[src/rtl/stc_pkg.sv]
// Shared definitions for the STC attenuator path: FSM state type, word size,
// and counter-width helper.
package stc_pkg;

    typedef enum logic [1:0] {
        ST_IDLE  = 2'd0,
        ST_SHIFT = 2'd1,
        ST_LATCH = 2'd2
    } att_state_t;

    localparam int ATT_W = 7;
    localparam logic [ATT_W-1:0] ATT_MAX = 7'h7F;

    // Bits needed to hold 0..n-1, never less than one.
    function automatic int cnt_w(input int n);
        return (n <= 2) ? 1 : $clog2(n);
    endfunction

endpackage

[src/rtl/att_bit_timer.sv]
// SCLK phase timer: counts CLK_DIV cycles per half-period, toggles the sclk level
// at each phase end and flags the phase end. Held cleared while disabled.
module att_bit_timer
    import stc_pkg::*;
#(
    parameter int CLK_DIV = 2
) (
    input  logic clk,
    input  logic rst,
    input  logic en,
    output logic phase_end,
    output logic sclk
);

    localparam int CW = cnt_w(CLK_DIV);

    logic [CW-1:0] cnt;

    assign phase_end = en && (cnt == CW'(CLK_DIV - 1));

    // NOTE: sequential state uses non-blocking assignments so every flop
    // samples pre-edge values regardless of block ordering.
    always_ff @(posedge clk or posedge rst) begin
        if (rst) begin
            cnt  <= '0;
            sclk <= 1'b0;
        end else if (!en) begin
            cnt  <= '0;
            sclk <= 1'b0;
        end else if (phase_end) begin
            cnt  <= '0;
            sclk <= ~sclk;
        end else begin
            cnt  <= cnt + 1'b1;
        end
    end

endmodule

[src/rtl/att_serial_wr.sv]
// Serial writer for a digital step attenuator: sends d_in whenever it differs
// from the last word sent. Define ATT_LSB_FIRST_EN to shift bit 0 first.
module att_serial_wr
    import stc_pkg::*;
#(
    parameter int CLK_DIV = 2,
    parameter int LE_W    = 2,
    parameter int W       = ATT_W
) (
    input  logic         clk,
    input  logic         rst,
    input  logic [W-1:0] d_in,
    output logic         sclk,
    output logic         sdata,
    output logic         le,
    output logic         busy,
    output logic         done,
    output logic [15:0]  wr_count
);

    localparam int BW = cnt_w(W);
    localparam int LW = cnt_w(LE_W);

    att_state_t    state, state_nxt;
    logic [W-1:0]  shreg, shreg_shifted, last_sent;
    logic          init_pend;
    logic [BW-1:0] bit_cnt;
    logic [LW-1:0] le_cnt, le_cnt_nxt;
    logic          phase_end, start, bit_end, last_bit, le_last;
    logic          busy_nxt, le_nxt, done_nxt;

    att_bit_timer #(.CLK_DIV(CLK_DIV)) u_timer (
        .clk       (clk),
        .rst       (rst),
        .en        (state == ST_SHIFT),
        .phase_end (phase_end),
        .sclk      (sclk)
    );

    assign start    = (state == ST_IDLE) && (init_pend || (d_in != last_sent));
    assign bit_end  = phase_end && sclk;
    assign last_bit = (bit_cnt == BW'(W - 1));
    assign le_last  = (le_cnt == LW'(LE_W - 1));

    // Zero fill drains the register, so sdata is already 0 when LATCH begins.
`ifdef ATT_LSB_FIRST_EN
    assign sdata         = shreg[0];
    assign shreg_shifted = {1'b0, shreg[W-1:1]};
`else
    assign sdata         = shreg[W-1];
    assign shreg_shifted = {shreg[W-2:0], 1'b0};
`endif

    always_ff @(posedge clk or posedge rst) begin
        if (rst) begin
            state  <= ST_IDLE;
            le_cnt <= '0;
            busy   <= 1'b0;
            le     <= 1'b0;
            done   <= 1'b0;
        end else begin
            state  <= state_nxt;
            le_cnt <= le_cnt_nxt;
            busy   <= busy_nxt;
            le     <= le_nxt;
            done   <= done_nxt;
        end
    end

    // NOTE: every combinational output gets a default first, so no path
    // leaves it unassigned and no latch is inferred.
    always_comb begin
        state_nxt = state;
        case (state)
            ST_IDLE:  if (start)              state_nxt = ST_SHIFT;
            ST_SHIFT: if (bit_end && last_bit) state_nxt = ST_LATCH;
            ST_LATCH: if (le_last)            state_nxt = ST_IDLE;
            default:                          state_nxt = ST_IDLE;
        endcase
    end

    // Outputs are computed one cycle ahead and registered above.
    always_comb begin
        le_cnt_nxt = '0;
        if (state_nxt == ST_LATCH && state == ST_LATCH)
            le_cnt_nxt = le_cnt + 1'b1;
        busy_nxt = (state_nxt != ST_IDLE);
        le_nxt   = (state_nxt == ST_LATCH);
        done_nxt = le_nxt && (le_cnt_nxt == LW'(LE_W - 1));
    end

    always_ff @(posedge clk or posedge rst) begin
        if (rst) begin
            shreg     <= '0;
            last_sent <= '1;
            init_pend <= 1'b1;
            bit_cnt   <= '0;
            wr_count  <= '0;
        end else begin
            if (start) begin
                shreg     <= d_in;
                last_sent <= d_in;
                init_pend <= 1'b0;
                bit_cnt   <= '0;
            end else if (state == ST_SHIFT && bit_end) begin
                shreg   <= shreg_shifted;
                bit_cnt <= last_bit ? '0 : bit_cnt + 1'b1;
            end
            if (done_nxt)
                wr_count <= wr_count + 16'd1;
        end
    end

endmodule

[config.mk]
export PLATFORM = sky130hd
export DESIGN_NAME = att_serial_wr
export DESIGN_NICKNAME = d
export VERILOG_FILES = /design/src/rtl/stc_pkg.sv /design/src/rtl/att_bit_timer.sv /design/src/rtl/att_serial_wr.sv
export SDC_FILE = /design/constraint.sdc
export NUM_CORES = 1
export LEC_CHECK = 0
export ABC_AREA = 0
export CORE_ASPECT_RATIO = 1.4
export CORE_UTILIZATION = 52
export DETAILED_ROUTE_END_ITERATION = 8
export PLACE_DENSITY = 0.78
export SLEW_MARGIN = 5
export SYNTH_ARGS = -nofsm -noshare
export SYNTH_HDL_FRONTEND = slang
export SYNTH_SLANG_ARGS = --single-unit
[constraint.sdc]
create_clock -name clk -period 1.85 [get_ports clk]
set_input_delay 0.37 -clock clk [delete_from_list [all_inputs] [get_ports clk]]
set_output_delay 0.37 -clock clk [all_outputs]
set_load 0.03 [all_outputs]
==> flow_summary.toml <==
[status]
status = "finished clean"

[critical_path]
crit_arrival_ns = 1.43
critical_path_class = "register to output port"
crit_chain = "clkdlybuf4s50_1"
crit_fanout = 5
r2r-end = "busy"
slowest_delay_ns = 0.70
end_kind = "output port"
startpoint_type = "register"
worst_r2r_path_depth = 5
reg2reg_slack_ns = 0.06
cp_slowest_cell = "clkdlybuf4s50_1"
crit_buf_inv = 1
cpLargestDelayFamily = "buffers and inverters"
timing.rr.start = "last_sent[5]"
critPathRequiredTime_ns = 1.48
startpoint = "wr_count[11]"

[sta]
final_max_slew_viol_count = 0
setup_viol = 0
fin_crit_sh = 0.9723
finalClockSkew_ns = 0.005166
maxSlewHeadroom = 0.7444
tns_ns = 0
finalHoldViolations = 0
fmax_ghz = 0.5560
tightest_slew_ns = 0.3805
period_needed_ns = 1.799

[yosys]
syn_inst = 151
syn_nets = 161
syn-cell-area_um2 = 1810
yosys_register_bits = 42
synth_largest_area_cell = "dfrtp_1"
yosysSeqAreaShare = 0.5860
yosysMostFrequentCell = "dfrtp_1"
synth_edf_count = 0
syn_avg_cell_area_um2 = 11.99
synth_common_cells = "dfrtp_1, nand2_1, xnor2_1"
ys_async_sr_fraction = 1.000
synthFlopType = "dfrtp_1"
synthTopCellsByArea = "dfrtp_1, dfstp_2, xnor2_1, mux2_2, xor2_1"
synth_cell_types = 32
yosysTopAreaCellShare = 0.4699
ys_warn_count = 0

[clock_network]
cts_hold_buf = 0
clkTransAtPathRegs_ns = 0.07
clock-sinks = 42
cts_tree = "yes"
cts_buffers = 5
root_buffer = "clkbuf_8"
clk_latency_ns = 0.30
cts_max_level = 2
clk_path_buf_depth = 2

[finish]
syn_to_final_growth_pct = 31.86
stdcell_count = 241
fin_util = 0.7133
num_antenna_cells = 0
drive_above_1_share = 0.2388
nets = 211

[placement]
hpwl_um = 2815
port_buffers = 29
dp_cells = 232
routabilityCongestion = 0.7643

[die]
initial_core_util = 0.5409
core_area_um2 = 3347
die-area_um2 = 3725
rows = 25
ios = 30
die_x_um = 51.87
chipHeight_um = 71.82

[routing]
route.detailed.drc = 0
drtAntennaViolNets = 0
vias = 1275
drtPass1Iterations = 4
vias_per_cell = 5.290
routed_wl_um = 3902
wl_per_cell_um = 16.19
drtIter0Drc = 9

[global_route]
grt_pass1_vias = 1395
antenna_found_initial = 0
grt_max_degree = 29
grt_usage = 0.2470
grt_pass1_wl_um = 6527
overflow = 0

[power_and_ir_drop]
pwr_density_cell_nw_per_um2 = 1188
ir_worst_vdd_uv = 1165
p_leak_nw = 1.112

[run]
cap_violations = 0

[worst_hold_path]
hold_path.class = "input pin to asynchronous set/reset pin"
## how the worst max path moves through the flow
stage          slack [ns]  cells past startpoint           end
3_5_place_dp        -0.32                      6          busy
4_1_cts             0.008                      6          busy
6_report             0.05                      1  wr_count[11]
2_1_floorplan        0.26                      5  wr_count[10]
5_1_grt            -0.004                      5          busy
3_3_place_gp        -0.24                      6          busy
## registers in the layout, indices dropped and copies added (netlist names), 2 cells and up
register,count
bit_cnt,3
wr_count,16
state,2
shreg,7
last_sent,7
## logic make-up after synthesis
group / count (synthesis) / share of synthesized area
and+or+nand+nor: 52 / 0.1548
muxes: 8 / 0.04976
AOI/OAI and AO/OA: 20 / 0.07464
buffers and inverters: 5 / 0.01658
adders and majority gates: 1 / 0.006910
DFF: 42 / 0.5860
xor gates and xnor gates: 23 / 0.1113
## through the flow
stage | total power, mW | setup WS [ns] | hold WS (ns) | instance area (um^2)
2_1_floorplan | 1.927 | 0.2614 | 0.4084 | 1810
3_3_place_gp | 2.162 | -0.2353 | 0.4202 | 2257
3_5_place_dp | 2.220 | -0.3239 | 0.4567 | 2257
4_1_cts | 2.828 | 0.007947 | 0.3919 | 2357
5_1_grt | 3.000 | -0.003853 | 0.4166 | 2387
6_report | 2.836 | 0.05129 | 0.3850 | 2387
## power by group
part	switching (mW)	internal [mW]
sequential	0.175	1.19
combinational	0.438	0.431
clock	0.301	0.296
total	0.914	1.92
## final cells by class
class	count	area, um^2
Fill cell	260	959.7
Multi-Input combinational cell	104	737.0
Sequential cell	42	1061
Clock buffer	7	86.33
Timing Repair Buffer	47	449.2
Inverter	1	3.754
Tap cell	40	50.05
## what timing repair did
| item | 4_1_cts | 5_1_grt |
|---|---|---|
| gates resized for setup | 2 | 8 |
| pin swaps | 2 | 3 |
| endpoints found under the hold margin | 0 | 0 |
| endpoints found under the setup margin | 1 | 9 |
| buffers inserted | 1 | 1 |
| cloned | 0 | 0 |
## worst min-delay path, stage by stage
cell	delay (ns)
clkdlybuf4s50_1	0.39
inv_1	0.07
buf_4	0.21
## cell usage in the layout (no fill, tap or decap), drive strengths merged, types with 2 or more instances in the layout
master and count:
clkbuf 7, nand2 17, nand3 4, nor3b 2, mux2 8, xnor2 13
clkdlybuf4s50 23, and3 6, or2 2, xor2 10, nor4 2, dlymetal6s2s 5
buf 18, dfstp 8, dfrtp 34, nor2 8, or3 2, a22oi 6
o21ai 8, nand4 4
## routing by layer
| layer | wire length, um | track usage | part of all wire | vias to the layer above |
|---|---|---|---|---|
| met1 | 1527 | 0.2835 | 0.39 | 625 |
| met4 | 67 | 0.09910 | 0.017 | 0 |
| met2 | 2160 | 0.4245 | 0.55 | 24 |
| met3 | 146 | 0.06794 | 0.037 | 8 |
| met5 | 0 | 0 | 0 | - |
| li1 | - | - | - | 618 |
No activity file was read; power rests on OpenSTA's default activity.
